--- src/rtl/code_lock_pkg.sv ---
// Shared types and constants for the combination-lock controller.
package code_lock_pkg;

    typedef enum logic [2:0] {
        ENTRY,
        CHECK,
        OPEN,
        FAIL,
        LOCKOUT,
        PROGRAM
    } state_t;

    localparam int PB_SHORT = 0;
    localparam int PB_LONG  = 1;
    localparam int PB_VLONG = 2;

    localparam int TMR_W = 15;

endpackage

--- src/rtl/code_lock_ctrl_lock_timer.sv ---
// Loadable down-counter shared by the FAIL and LOCKOUT holds.
// o_done pulses for the single cycle in which the running count sits at zero.
module lock_timer
    import code_lock_pkg::*;
(
    input  logic             i_clk,
    input  logic             i_rstn,
    input  logic             i_load,
    input  logic [TMR_W-1:0] i_load_val,
    output logic             o_done
);

    logic [TMR_W-1:0] r_cnt;
    logic             r_run;

    always_ff @(posedge i_clk or negedge i_rstn) begin
        if (!i_rstn) begin
            r_cnt <= '0;
            r_run <= 1'b0;
        end else if (i_load) begin
            r_cnt <= i_load_val;
            r_run <= 1'b1;
        end else if (r_run) begin
            if (r_cnt == '0)
                r_run <= 1'b0;
            else
                r_cnt <= r_cnt - 1'b1;
        end
    end

    assign o_done = r_run && (r_cnt == '0);

endmodule

--- src/rtl/code_lock_ctrl.sv ---
// Combination-lock controller: collects DIGITS nibbles, checks them, and holds error/lockout.
// Define CODE_LOCK_PROGRAM_EN to allow reprogramming the stored code from OPEN.
module code_lock_ctrl
    import code_lock_pkg::*;
#(
    parameter int          DIGITS         = 4,
    parameter logic [15:0] CODE           = 16'h1234,
    parameter int          FAIL_CYCLES    = 10000,
    parameter int          MAX_TRIES      = 3,
    parameter int          LOCKOUT_CYCLES = 30000
) (
    input  logic       i_clk,
    input  logic       i_rstn,
    input  logic [3:0] i_enc,
    input  logic [2:0] i_pb_press_type,
    output logic [3:0] o_display_value,
    output logic [1:0] o_display_select,
    output logic       o_unlocked,
    output logic       o_error,
    output logic       o_locked_out,
    output logic [1:0] o_fail_cnt
);

    localparam int               BW       = DIGITS * 4;
    localparam logic [1:0]       LAST_IDX = 2'(DIGITS - 1);
    localparam logic [1:0]       MAX_T    = 2'(MAX_TRIES);
    localparam logic [TMR_W-1:0] FAIL_LD  = TMR_W'(FAIL_CYCLES - 1);
    localparam logic [TMR_W-1:0] LOCK_LD  = TMR_W'(LOCKOUT_CYCLES - 1);

    state_t           r_state;
    logic [1:0]       r_idx;
    logic [BW-1:0]    r_buf;
    logic [BW-1:0]    w_buf_wr;
    logic [BW-1:0]    w_code;
    logic             w_match;
    logic             w_short;
    logic             w_long;
    logic             w_ld_fail;
    logic             w_ld_lock;
    logic             w_tmr_load;
    logic [TMR_W-1:0] w_tmr_val;
    logic             w_tmr_done;

    // Only the highest-priority press bit acts.
    assign w_long  = i_pb_press_type[PB_LONG] & ~i_pb_press_type[PB_VLONG];
    assign w_short = i_pb_press_type[PB_SHORT] & ~i_pb_press_type[PB_LONG]
                   & ~i_pb_press_type[PB_VLONG];

    // Buffer with the current slot overwritten; digit 0 lives in the MS nibble.
    always_comb begin
        w_buf_wr = r_buf;
        w_buf_wr[(DIGITS - 1 - int'(r_idx)) * 4 +: 4] = i_enc;
    end

`ifdef CODE_LOCK_PROGRAM_EN
    logic          w_vlong;
    logic [BW-1:0] r_code;

    assign w_vlong = i_pb_press_type[PB_VLONG];

    always_ff @(posedge i_clk or negedge i_rstn) begin
        if (!i_rstn)
            r_code <= CODE[BW-1:0];
        else if (r_state == PROGRAM && w_short && r_idx == LAST_IDX)
            r_code <= w_buf_wr;
    end

    assign w_code = r_code;
`else
    assign w_code = CODE[BW-1:0];
`endif

    assign w_match = (r_buf == w_code);

    // Timer must load on the same edge the FSM enters FAIL/LOCKOUT.
    assign w_ld_fail  = (r_state == CHECK) && !w_match;
    assign w_ld_lock  = (r_state == FAIL) && w_tmr_done && (r_fail_cnt_eq_max());
    assign w_tmr_load = w_ld_fail || w_ld_lock;
    assign w_tmr_val  = w_ld_lock ? LOCK_LD : FAIL_LD;

    function automatic logic r_fail_cnt_eq_max();
        return o_fail_cnt == MAX_T;
    endfunction

    lock_timer u_timer (
        .i_clk      (i_clk),
        .i_rstn     (i_rstn),
        .i_load     (w_tmr_load),
        .i_load_val (w_tmr_val),
        .o_done     (w_tmr_done)
    );

    always_ff @(posedge i_clk or negedge i_rstn) begin
        if (!i_rstn) begin
            r_state          <= ENTRY;
            r_idx            <= 2'd0;
            r_buf            <= '0;
            o_display_value  <= 4'd0;
            o_display_select <= 2'd0;
            o_unlocked       <= 1'b0;
            o_error          <= 1'b0;
            o_locked_out     <= 1'b0;
            o_fail_cnt       <= 2'd0;
        end else begin
            o_display_value  <= 4'd0;
            o_display_select <= 2'd0;
            case (r_state)
                ENTRY: begin
                    o_display_value <= i_enc;
                    if (w_long) begin
                        r_buf <= '0;
                        r_idx <= 2'd0;
                    end else if (w_short) begin
                        r_buf <= w_buf_wr;
                        if (r_idx == LAST_IDX) begin
                            r_idx           <= 2'd0;
                            r_state         <= CHECK;
                            o_display_value <= 4'd0;
                        end else begin
                            r_idx            <= r_idx + 2'd1;
                            o_display_select <= r_idx + 2'd1;
                        end
                    end else begin
                        o_display_select <= r_idx;
                    end
                end
                CHECK: begin
                    r_buf <= '0;
                    if (w_match) begin
                        r_state    <= OPEN;
                        o_unlocked <= 1'b1;
                        o_fail_cnt <= 2'd0;
                    end else begin
                        r_state    <= FAIL;
                        o_error    <= 1'b1;
                        o_fail_cnt <= (o_fail_cnt == MAX_T) ? o_fail_cnt : o_fail_cnt + 2'd1;
                    end
                end
                OPEN: begin
                    if (w_long) begin
                        r_state         <= ENTRY;
                        o_unlocked      <= 1'b0;
                        r_buf           <= '0;
                        r_idx           <= 2'd0;
                        o_display_value <= i_enc;
                    end
`ifdef CODE_LOCK_PROGRAM_EN
                    else if (w_vlong) begin
                        r_state         <= PROGRAM;
                        o_unlocked      <= 1'b0;
                        r_buf           <= '0;
                        r_idx           <= 2'd0;
                        o_display_value <= i_enc;
                    end
`endif
                end
                FAIL: begin
                    if (w_tmr_done) begin
                        o_error <= 1'b0;
                        if (o_fail_cnt == MAX_T) begin
                            r_state      <= LOCKOUT;
                            o_locked_out <= 1'b1;
                        end else begin
                            r_state         <= ENTRY;
                            r_buf           <= '0;
                            r_idx           <= 2'd0;
                            o_display_value <= i_enc;
                        end
                    end
                end
                LOCKOUT: begin
                    if (w_tmr_done) begin
                        r_state         <= ENTRY;
                        o_locked_out    <= 1'b0;
                        o_fail_cnt      <= 2'd0;
                        r_buf           <= '0;
                        r_idx           <= 2'd0;
                        o_display_value <= i_enc;
                    end
                end
`ifdef CODE_LOCK_PROGRAM_EN
                PROGRAM: begin
                    o_display_value <= i_enc;
                    if (w_long) begin
                        r_state         <= OPEN;
                        o_unlocked      <= 1'b1;
                        r_buf           <= '0;
                        r_idx           <= 2'd0;
                        o_display_value <= 4'd0;
                    end else if (w_short) begin
                        if (r_idx == LAST_IDX) begin
                            r_state         <= OPEN;
                            o_unlocked      <= 1'b1;
                            r_buf           <= '0;
                            r_idx           <= 2'd0;
                            o_display_value <= 4'd0;
                        end else begin
                            r_buf            <= w_buf_wr;
                            r_idx            <= r_idx + 2'd1;
                            o_display_select <= r_idx + 2'd1;
                        end
                    end else begin
                        o_display_select <= r_idx;
                    end
                end
`endif
                default: r_state <= ENTRY;
            endcase
        end
    end

endmodule

--- config.mk ---
export PLATFORM = sky130hd
export DESIGN_NAME = code_lock_ctrl
export DESIGN_NICKNAME = d
export VERILOG_FILES = /design/src/rtl/code_lock_pkg.sv /design/src/rtl/code_lock_ctrl_lock_timer.sv /design/src/rtl/code_lock_ctrl.sv
export SDC_FILE = /design/constraint.sdc
export NUM_CORES = 1
export LEC_CHECK = 0
export CAP_MARGIN = 20
export CORE_ASPECT_RATIO = 0.5
export CORE_MARGIN = 2
export CORE_UTILIZATION = 47
export DETAILED_ROUTE_END_ITERATION = 8
export PLACE_DENSITY = 0.67
export SKIP_CTS_REPAIR_TIMING = 1
export SYNTH_ARGS = -nofsm -noshare
export SYNTH_HDL_FRONTEND = slang
export SYNTH_SLANG_ARGS = --single-unit
--- constraint.sdc ---
create_clock -name i_clk -period 4.4 [get_ports i_clk]
set_input_delay 0.66 -clock i_clk [delete_from_list [all_inputs] [get_ports i_clk]]
set_output_delay 0.66 -clock i_clk [all_outputs]
set_load 0.01 [all_outputs]
==> results.txt, run 1 <==
met1 Use GR: 27.93%
Peak VDD IR: 0.0001155 V
fin crit period: 2857 ps
gpl congestion: 0.8614
FFs w/ async S/R, synth: 100.0%
total track usage: 19.23%
share of layout cells above drive strength 1: 6.985%
final setup vio count: 0
final period utilization: 64.94%
Boundary Pins: 20
Max-Cap Viols: 0
HP Class: in -> async
worst slew pin tran: 874.8 ps
DR vias: 1913
# nets final: 287
Post-Syn Area: 0.002502 mm²
Starting Density: 49.83%
gr busiest metal: met2
vias in the first global route: 1867
DRC violation count after routing: 0
H-tree Lvls: 2
CTS clock-pin slew for the worst setup and hold paths: 90 ps
status: finished clean
Port Buf Inserts: 19
grt total ovfl: 0
die area: 0.005959 mm²
first-pass GRT wire length: 9114 µm
core footprint: 0.005022 mm²
Clock Path Buffers: 2
Critical Path Start Type: flop
Crit Path Category: reg -> reg
register area: 0.001201 mm²
ANT nets after route: 0
routed length per instance: 15.24 µm
Setup Skew: 4.305 ps
Setup crit end kind: flop
headroom to the max-slew limit: 40.91%
Post-synth top flop: dfrtp_1
Syn Inst Count: 253
RSZ-0062 raised after global routing: false
Max stage delay on crit path: 620 ps
area of the multi-input gates: 0.001212 mm²
Total Neg Setup Slack: 0 ps
initial DRC count: 124
met2 Resource Use GR: 29.39%
CTS Root Buffer Type: clkbuf_8
CP required: 4620 ps
TritonCTS clock tree: built
global-route met3 utilization: 4.215%
P&R area growth vs syn: 13.85%
register bit total from synthesis: 48
cell chain of the critical path: inv_1, ha_1, or4b_1, or4_4, a211oi_2, o21a_1, mux2i_1
Yosys warnings: 0
maximum fanout along the worst path: 7
register area share after synthesis: 48.00%
pin count of the biggest net entering global routing: 49
clk_lat worst skew: 290 ps
Filler cells: 434
Post-synth EDFFs: 0
Critical Path Slowest Stage Cell: or4_4
Leakage: 1.205 nW
Pwr per Cell Area: 259.4 mW/mm²
Antenna diodes: 0
Post-Syn Nets: 269
drt via density: 5.594
Post-Route WL: 5211 µm
cell family with most CP delay: simple AND/OR/NAND/NOR gates
Cell variety after synth: 51
Avg Synthesized Cell Area: 9.891 µm²
Buf/Inv on CP: 1
Max Slew Vio Count: 0
dpl hpwl: 3748 µm
First-pass DRT Iterations: 4
CTS Sinks: 48
commonest non-fill, non-tap cell in the layout: dfrtp_1
initial antenna violation count: 0
die height: 55.60 µm
overall power: 0.0007389 W
CTS buffer count: 5
Final Hold Viols: 0
commonest cells after routing, fill and taps aside: dfrtp_1 (48), nand2_1 (26), nor2_1 (22)
Fmax: 0.3500 GHz
Site Rows: 18
Die Wd: 107.2 µm
arrival time at the worst endpoint: 3070 ps
## layout make-up
cell class	instances	share of cell area [%]
clock buffer	8	3.162
inverter	14	1.845
multi-input combinational	182	42.56
sequential	48	42.16
tap	70	3.074
timing repair buffer	20	7.202
## Yosys cell counts (3+ instances only)
| library cell | count | area [µm²] |
|---|---|---|
| nor4_1 | 7 | 43.79 |
| nor3b_1 | 4 | 30.03 |
| a22o_1 | 10 | 87.58 |
| xnor2_1 | 9 | 78.83 |
| or3_1 | 4 | 25.02 |
| nor4b_1 | 4 | 35.03 |
| nand2b_1 | 5 | 31.28 |
| a31oi_1 | 3 | 18.77 |
| nand3_1 | 4 | 20.02 |
| mux2_2 | 5 | 56.30 |
| ha_1 | 7 | 87.58 |
| o21ai_0 | 5 | 25.02 |
| dfrtp_1 | 48 | 1201 |
| clkbuf_1 | 7 | 26.28 |
| mux2i_1 | 5 | 50.05 |
| nor2_1 | 22 | 82.58 |
| inv_1 | 14 | 52.55 |
| nor3_1 | 10 | 50.05 |
| o21ai_1 | 3 | 15.01 |
| and2_1 | 5 | 31.28 |
| a21oi_1 | 7 | 35.03 |
| nand2_1 | 26 | 97.59 |
## metal layers
metal  wire [µm]  up-vias
met4          62        0
li1            -      939
met2        2399       25
met3         145        7
met1        2603      942
met5           0        -
## kinds of logic after synthesis
| logic type | after synthesis | synth area share [%] |
|---|---|---|
| adder cells (fa/ha/maj) | 7 | 3.500 |
| AND/OR/NAND/NOR | 109 | 24.00 |
| buffers and inverters | 23 | 3.550 |
| flip-flops | 48 | 48.00 |
| XOR/XNOR | 9 | 3.150 |
| AO/OA/AOI/OAI | 47 | 13.55 |
| multiplexers | 10 | 4.250 |
## power by group
group	switching, W	internal, W	leakage, nW	total [W]
clock network	0.000146	0.000129	0.0455	0.000274
logic	0.0000146	0.00000930	0.566	0.0000239
registers	0	0.000441	0.593	0.000441
## worst paths after layout
kind / startpoint / end / slack (ps) / depth (start not counted)
max: u_timer.r_cnt[0] / r_buf[15] / 1540 / 7
min: i_rstn / r_buf[1] / 240 / 1
max reg2reg: u_timer.r_cnt[0] / r_buf[15] / 1540 / 7
min reg2reg: r_buf[9] / r_buf[9] / 510 / 1
max in group asynchronous: i_rstn / u_timer.r_cnt[9] / 3680 / 2
min in group i_clk: r_buf[9] / r_buf[9] / 510 / 1
## worst register-to-register path, stage by stage (launching register included)
cell,delay [ps]
dfrtp_1,400
inv_1,120
ha_1,170
or4b_1,590
or4_4,620
a211oi_2,340
o21a_1,300
mux2i_1,230
## flip-flops by register name, indices dropped and copies added, names as in the netlist
| name | cells |
|---|---|
| u_timer.r_run | 1 |
| o_unlocked | 1 |
| o_display_select | 2 |
| o_error | 1 |
| r_buf | 16 |
| o_locked_out | 1 |
| r_state | 3 |
| o_fail_cnt | 2 |
| r_idx | 2 |
| u_timer.r_cnt | 15 |
| o_display_value | 4 |
## stage by stage
| stage | instances | utilization (%) | instance area (µm²) | hold slack, ps | setup slack (ps) |
|---|---|---|---|---|---|
| after floorplan | 253 | - | 2502 | 364.4 | 1832 |
| after global placement | 333 | 54.53 | 2739 | 482.9 | 1646 |
| after detailed placement | 333 | 54.53 | 2739 | 489.0 | 1540 |
| after CTS | 341 | 56.33 | 2829 | 511.3 | 1525 |
| after global routing | 342 | 56.73 | 2849 | 250.6 | 1342 |
| final | 342 | 56.73 | 2849 | 240.1 | 1543 |
Note: power is estimated with default switching activity, not from simulation.
==> run 2: changes to the inputs <==
--- a/config.mk
+++ b/config.mk
@@ -10,7 +10,7 @@
 export CORE_MARGIN = 2
 export CORE_UTILIZATION = 47
 export DETAILED_ROUTE_END_ITERATION = 8
-export PLACE_DENSITY = 0.67
+export PLACE_DENSITY = 0.69
 export SKIP_CTS_REPAIR_TIMING = 1
 export SYNTH_ARGS = -nofsm -noshare
 export SYNTH_HDL_FRONTEND = slang
==> constraint.sdc (replaced) <==
create_clock -name i_clk -period 2.45 [get_ports i_clk]
set_input_delay 0.3675 -clock i_clk [delete_from_list [all_inputs] [get_ports i_clk]]
set_output_delay 0.3675 -clock i_clk [all_outputs]
set_load 0.01 [all_outputs]
==> run 2 against run 1 <==
Compared with the run above: combinational power up 78%; critical path depth up 1; clock-buffer cell count down 2; die area unchanged; register-to-register slack worse by 1500 ps; clock power up 78%; largest cell class unchanged.
==> results.txt, run 2 (synthesis gave the netlist of run 1 again) <==
status: finished clean (unchanged)
gpl congestion: 0.9089 (was 0.8614)
Largest regs: r_buf: 16 flops, u_timer.r_cnt: 15 flops, o_display_value: 4 flops (unchanged)
Leakage: 1.343 nW (was 1.205 nW)
Max stage delay on crit path: 470 ps (was 620 ps)
Final Hold Viols: 0 (unchanged)
core footprint: 0.005022 mm² (unchanged)
# nets final: 314 (was 287)
DRC violation count after routing: 0 (unchanged)
CTS Sinks: 48 (unchanged)
Setup Skew: 5.952 ps (was 4.305 ps)
Crit Path Category: reg -> reg (unchanged)
Boundary Pins: 20 (unchanged)
Critical Path Slowest Stage Cell: or4_4 (unchanged)
register area: 0.001201 mm² (unchanged)
commonest cells after routing, fill and taps aside: dfrtp_1 (48), buf_4 (27), nand2_1 (25) (was dfrtp_1 (48), nand2_1 (26), nor2_1 (22))
first-pass GRT wire length: 9735 µm (was 9114 µm)
Filler cells: 409 (was 434)
hold_ws: 37.21 ps (was 240.1 ps)
ANT nets after route: 0 (unchanged)
total track usage: 20.79% (was 19.23%)
P_sw: 0.0002890 W (was 0.0001604 W)
cell chain of the critical path: inv_2, ha_4, or4b_4, or4_4, a211oi_4, buf_6, o21ai_4, mux2_4 (was inv_1, ha_1, or4b_1, or4_4, a211oi_2, o21a_1, mux2i_1)
worst slew pin tran: 761.3 ps (was 874.8 ps)
Max-Cap Viols: 0 (unchanged)
DR vias: 2079 (was 1913)
DP Cell Count: 359 (was 333)
clock share of power: 36.9% (was 37.1%)
pin count of the biggest net entering global routing: 27 (was 49)
Site Rows: 18 (unchanged)
initial antenna violation count: 0 (unchanged)
H-tree Lvls: 2 (unchanged)
switch share: 21.87% (was 21.70%)
Antenna diodes: 0 (unchanged)
CP required: 2650 ps (was 4620 ps)
commonest non-fill, non-tap cell in the layout: dfrtp_1 (unchanged)
Post-Route WL: 5586 µm (was 5211 µm)
design area: 0.003109 mm² (was 0.002849 mm²)
HP Class: in -> async (unchanged)
drt via density: 5.634 (was 5.594)
final period utilization: 99.22% (was 64.94%)
RSZ-0062 raised after global routing: true (was false)
clk_lat worst skew: 310 ps (was 290 ps)
final setup vio count: 0 (unchanged)
largest reg by FF count: r_buf (unchanged)
vias in the first global route: 2051 (was 1867)
headroom to the max-slew limit: 48.91% (was 40.91%)
Critical Path Start Type: flop (unchanged)
P&R area growth vs syn: 24.25% (was 13.85%)
First-pass DRT Iterations: 4 (unchanged)
Die Wd: 107.2 µm (unchanged)
maximum fanout along the worst path: 4 (was 7)
Port Buf Inserts: 19 (unchanged)
dpl hpwl: 4032 µm (was 3748 µm)
TritonCTS clock tree: built (unchanged)
area of the multi-input gates: 0.001276 mm² (was 0.001212 mm²)
internal power: 0.001032 W (was 0.0005786 W)
Post-Place Cell Area: 0.002942 mm² (was 0.002739 mm²)
initial DRC count: 49 (was 124)
CTS clock-pin slew for the worst setup and hold paths: 90 ps (about the same)
worst r2r path cells: 8 (was 7)
Clock Path Buffers: 2 (unchanged)
arrival time at the worst endpoint: 2630 ps (was 3070 ps)
logic gate share of total power: 3.2% (about the same)
Setup crit end kind: flop (unchanged)
die height: 55.60 µm (unchanged)
Finished Layout Cells: 369 (was 342)
Starting Density: 49.83% (unchanged)
sequential share of power: 59.9% (was 59.6%)
Pwr per Cell Area: 425.0 mW/mm² (was 259.4 mW/mm²)
share of layout cells above drive strength 1: 19.73% (was 6.985%)
CTS buffer count: 5 (unchanged)
fin crit period: 2431 ps (was 2857 ps)
max FFs per register: 16 (unchanged)
die area: 0.005959 mm² (unchanged)
grt total ovfl: 0 (unchanged)
Peak VDD IR: 0.0002544 V (was 0.0001155 V)
Fmax: 0.4114 GHz (was 0.3500 GHz)
routed length per instance: 15.14 µm (was 15.24 µm)
Max Slew Vio Count: 0 (unchanged)
CTS Root Buffer Type: clkbuf_8 (unchanged)
run 2: cell count changes in the layout (fill, tap and decap cells not counted), sizes merged:
cell	delta
clkbuf	-2
clkinv	+2
buf	+27
run 2: critical path: cells and delay by family, from the launching register on:
kind | cells | cell delay, ps
simple gates | 2 | 930
compound gates | 2 | 300
buf+inv | 2 | 240
fa+ha+maj | 1 | 140
mux | 1 | 320
flops | 1 | 390
run 2: final timing paths:
path / start / endpoint / slack (ps)
worst max-delay path: u_timer.r_cnt[0] / r_buf[1] / 20
worst min-delay path: i_rstn / o_display_value[1] / 40
worst max register to register: u_timer.r_cnt[0] / r_buf[1] / 20
worst min register to register: r_buf[9] / r_buf[9] / 510
max in group asynchronous: i_rstn / u_timer.r_cnt[12] / 2140
min in group i_clk: r_buf[9] / r_buf[9] / 510
run 2: cell type report:
cell class / count / area share (%)
clock buffers: 6 / 2.656
clock inverters: 2 / 0.3219
inverters: 14 / 1.690
multi-input cells: 182 / 41.05
flip-flops and latches: 48 / 38.63
well taps: 70 / 2.817
repair buffers: 47 / 12.84
run 2: stage by stage:
stage | utilization, % | total power [W] | setup TNS, ps | worst slack (ps)
after floorplan | - | 0.0008128 | -0.7372 | -0.1843
after global placement | 58.57 | 0.0008502 | -149.4 | -37.76
after detailed placement | 58.57 | 0.0008509 | -271.8 | -45.30
after CTS | 60.41 | 0.001338 | -498.0 | -69.08
after global routing | 61.91 | 0.001391 | -67.63 | -32.61
final | 61.91 | 0.001321 | 0 | 19.22
run 2: power by group through the flow:
stage          Sequential [W]  Clock, W  Combinational, W
3_3_place_gp         0.000807         0         0.0000429
2_1_floorplan        0.000807         0        0.00000535
5_1_grt              0.000792  0.000551         0.0000486
6_report             0.000791  0.000488         0.0000425
3_5_place_dp         0.000807         0         0.0000436
4_1_cts              0.000791  0.000503         0.0000438
run 2: metal layers:
metal	up-vias	share of wire [%]	wire length [µm]	global-route usage (%)
met5	-	0	0	0
met4	0	2.0	109	5.195
met3	10	3.4	192	6.674
met2	42	48	2704	34.00
met1	1033	46	2579	26.94
li1	994	-	-	-
==> run 3: changes to the inputs <==
--- a/config.mk
+++ b/config.mk
@@ -5,12 +5,13 @@
 export SDC_FILE = /design/constraint.sdc
 export NUM_CORES = 1
 export LEC_CHECK = 0
+export ABC_AREA = 1
 export CAP_MARGIN = 20
 export CORE_ASPECT_RATIO = 0.5
 export CORE_MARGIN = 2
 export CORE_UTILIZATION = 47
 export DETAILED_ROUTE_END_ITERATION = 8
-export PLACE_DENSITY = 0.69
+export PLACE_DENSITY = 0.68
 export SKIP_CTS_REPAIR_TIMING = 1
 export SYNTH_ARGS = -nofsm -noshare
 export SYNTH_HDL_FRONTEND = slang
==> run 3 against run 2 <==
Compared with the run above: combinational power rose to 37 times the previous value; clock power up 47%; critical path depth unchanged; wire length up 20%; clock-buffer cell count unchanged; first-iteration DRC count rose to 4.0 times the previous value; sequential cell count unchanged; register-to-register slack better by 340 ps; non-clock buffer count down 26; synthesized cell count up 66%; sequential share of layout area down 3.2 points.
==> results.txt, run 3 <==
Post-Syn Area: 0.002945 mm² (was 0.002502 mm²)
Total Neg Setup Slack: 0 ps (unchanged)
Starting Density: 48.64% (was 49.83%)
arrival time at the worst endpoint: 2320 ps (was 2630 ps)
First-pass DRT Iterations: 4 (unchanged)
register area share after synthesis: 40.78% (was 48.00%)
FFs w/ async S/R, synth: 100.0% (unchanged)
Post-Route WL: 6719 µm (was 5586 µm)
pin count of the biggest net entering global routing: 26 (was 27)
post-synthesis simple-gate area fraction: 41.25% (was 24.00%)
mux contribution to synthesized area: 0% (was 4.250%)
routed length per instance: 12.63 µm (was 15.14 µm)
P&R area growth vs syn: 15.17% (was 24.25%)
drt via density: 5.162 (was 5.634)
Crit Path Category: reg -> reg (unchanged)
commonest cells in the netlist: nand2_1 (122), nor2_1 (61), inv_1 (53), dfrtp_1 (48) (was dfrtp_1 (48), nand2_1 (26), nor2_1 (22), inv_1 (14))
die height: 59.98 µm (was 55.60 µm)
gpl congestion: 0.8598 (was 0.9089)
Yosys warnings: 0 (unchanged)
DR vias: 2746 (was 2079)
# nets final: 459 (was 314)
commonest cells after routing, fill and taps aside: nand2_1 (122), nor2_1 (61), inv_1 (53) (was dfrtp_1 (48), buf_4 (27), nand2_1 (25))
largest reg by FF count: r_buf (unchanged)
headroom to the max-slew limit: 59.66% (was 48.91%)
CTS Sinks: 48 (unchanged)
HP Class: in -> async (unchanged)
die area: 0.006954 mm² (was 0.005959 mm²)
Critical Path Start Type: flop (unchanged)
Final Hold Viols: 0 (unchanged)
largest family of logic cells by synthesized area: simple AND/OR/NAND/NOR gates (unchanged)
Synth Area in Compound Gates: 5.735% (was 13.55%)
CTS Root Buffer Type: clkbuf_16 (was clkbuf_8)
CP required: 2680 ps (was 2650 ps)
vias in the first global route: 2679 (was 2051)
RSZ-0062 raised after global routing: false (was true)
Leakage: 1.685 nW (was 1.343 nW)
most common cell in the synthesized netlist: nand2_1 (was dfrtp_1)
dpl hpwl: 5158 µm (was 4032 µm)
fin crit period: 2090 ps (was 2431 ps)
Post-synth EDFFs: 0 (unchanged)
final setup vio count: 0 (unchanged)
Cell variety after synth: 27 (was 51)
max FFs per register: 16 (unchanged)
Avg Synthesized Cell Area: 7.013 µm² (was 9.891 µm²)
FF-to-FF setup slack: 360 ps (was 20 ps)
DRC violation count after routing: 0 (unchanged)
CTS clock-pin slew for the worst setup and hold paths: 70 ps (was 90 ps)
Peak VDD IR: 0.0003767 V (was 0.0002544 V)
core footprint: 0.006056 mm² (was 0.005022 mm²)
commonest non-fill, non-tap cell in the layout: nand2_1 (was dfrtp_1)
first-pass GRT wire length: 11900 µm (was 9735 µm)
TritonCTS clock tree: built (unchanged)
Post-synth top flop: dfrtp_1 (unchanged)
Fmax: 0.4785 GHz (was 0.4114 GHz)
final period utilization: 85.31% (was 99.22%)
xor/xnor cell area share of the yosys netlist: 0.5947% (was 3.150%)
design area: 0.003392 mm² (was 0.003109 mm²)
Die Wd: 116.0 µm (was 107.2 µm)
Post-Place Cell Area: 0.003238 mm² (was 0.002942 mm²)
largest cells by area after synthesis: dfrtp_1 (41%), nand2_1 (16%), nor2_1 (7.8%), inv_1 (6.8%), nand4_1 (5.9%) (was dfrtp_1 (48%), nand2_1 (3.9%), a22o_1 (3.5%), ha_1 (3.5%), nor2_1 (3.3%))
worst slew pin tran: 605.1 ps (was 761.3 ps)
status: finished clean (unchanged)
Clock Path Buffers: 2 (unchanged)
Max Slew Vio Count: 0 (unchanged)
clk_lat worst skew: 300 ps (was 310 ps)
Setup crit end kind: flop (unchanged)
Boundary Pins: 20 (unchanged)
Setup Skew: 8.759 ps (was 5.952 ps)
Largest regs: r_buf: 16 flops, u_timer.r_cnt: 15 flops, o_display_value: 4 flops (unchanged)
Filler cells: 590 (was 409)
H-tree Lvls: 2 (unchanged)
total track usage: 22.05% (was 20.79%)
ANT nets after route: 0 (unchanged)
Max-Cap Viols: 0 (unchanged)
Antenna diodes: 0 (unchanged)
top-area cell type share of the netlist area: 40.78% (was 48.00%)
dominant cell type by area after synthesis: dfrtp_1 (unchanged)
initial antenna violation count: 0 (unchanged)
Synth Area in Adders: 2.974% (was 3.500%)
Pwr per Cell Area: 1017 mW/mm² (was 425.0 mW/mm²)
grt total ovfl: 0 (unchanged)
share of layout cells above drive strength 1: 8.333% (was 19.73%)
Port Buf Inserts: 19 (unchanged)
Site Rows: 20 (was 18)
register bit total from synthesis: 48 (unchanged)
initial DRC count: 195 (was 49)
Post-Syn Nets: 436 (was 269)
maximum fanout along the worst path: 11 (was 4)
CTS buffer count: 5 (unchanged)
Syn Inst Count: 420 (was 253)
[run 3: stage by stage]
stage          hold slack (ps)  setup slack, ps  util, %  power (W)  instances
3_5_place_dp             408.4            361.0    53.47   0.002726        524
2_1_floorplan            71.91            614.1        -   0.002313        420
3_3_place_gp             397.8            449.0    53.47   0.002678        524
6_report                 74.02            359.9    56.01   0.003450        532
5_1_grt                  127.6            102.2    56.01   0.003733        532
4_1_cts                  93.99            373.1    56.01   0.003454        532
[run 3: worst max-delay path: stages, from the launching register on]
cell     delay [ps]
dfrtp_1         520
inv_1           160
ha_1            420
inv_1            70
nor2_1          370
nand2_1         120
nor2_1          140
nand4_1         130
nand2_1         100
[run 3: report_power, final]
| part | switching, W | leakage [nW] | internal (W) |
|---|---|---|---|
| logic | 0.00102 | 1.01 | 0.000535 |
| clock network | 0.000312 | 0.0691 | 0.000407 |
| registers | 0.000181 | 0.610 | 0.000991 |
| total | 0.00152 | 1.69 | 0.00193 |
[run 3: final timing paths]
kind	startpoint	cells past startpoint	to
max reg2reg	r_idx[0]	8	r_buf[8]
min reg2reg	r_buf[0]	2	r_buf[0]
max	r_idx[0]	8	r_buf[8]
min	i_rstn	1	u_timer.r_cnt[7]
min in group i_clk	r_buf[0]	2	r_buf[0]
max in group asynchronous	i_rstn	2	u_timer.r_run
[run 3: cell type report]
cell class / count / area, µm² / share of cell area (%)
inverters: 60 / 225.2 / 6.640
repair buffers: 21 / 212.7 / 6.271
flip-flops and latches: 48 / 1201 / 35.41
multi-input cells: 307 / 1489 / 43.90
clock inverters: 2 / 15.01 / 0.4426
clock buffers: 6 / 138.9 / 4.094
well taps: 88 / 110.1 / 3.246
[run 3: logic make-up after synthesis]
kind of cell               Yosys count
and+or+nand+nor                    268
buffers and inverters               65
DFF                                 48
AOI/OAI and AO/OA                   30
adders and majority gates            7
xor gates and xnor gates             2
[run 3: per-layer routing]
metal | track usage (%) | wire (µm)
met5 | 0 | 0
met4 | 7.823 | 105
met3 | 5.375 | 205
met2 | 37.34 | 3095
met1 | 28.06 | 3313
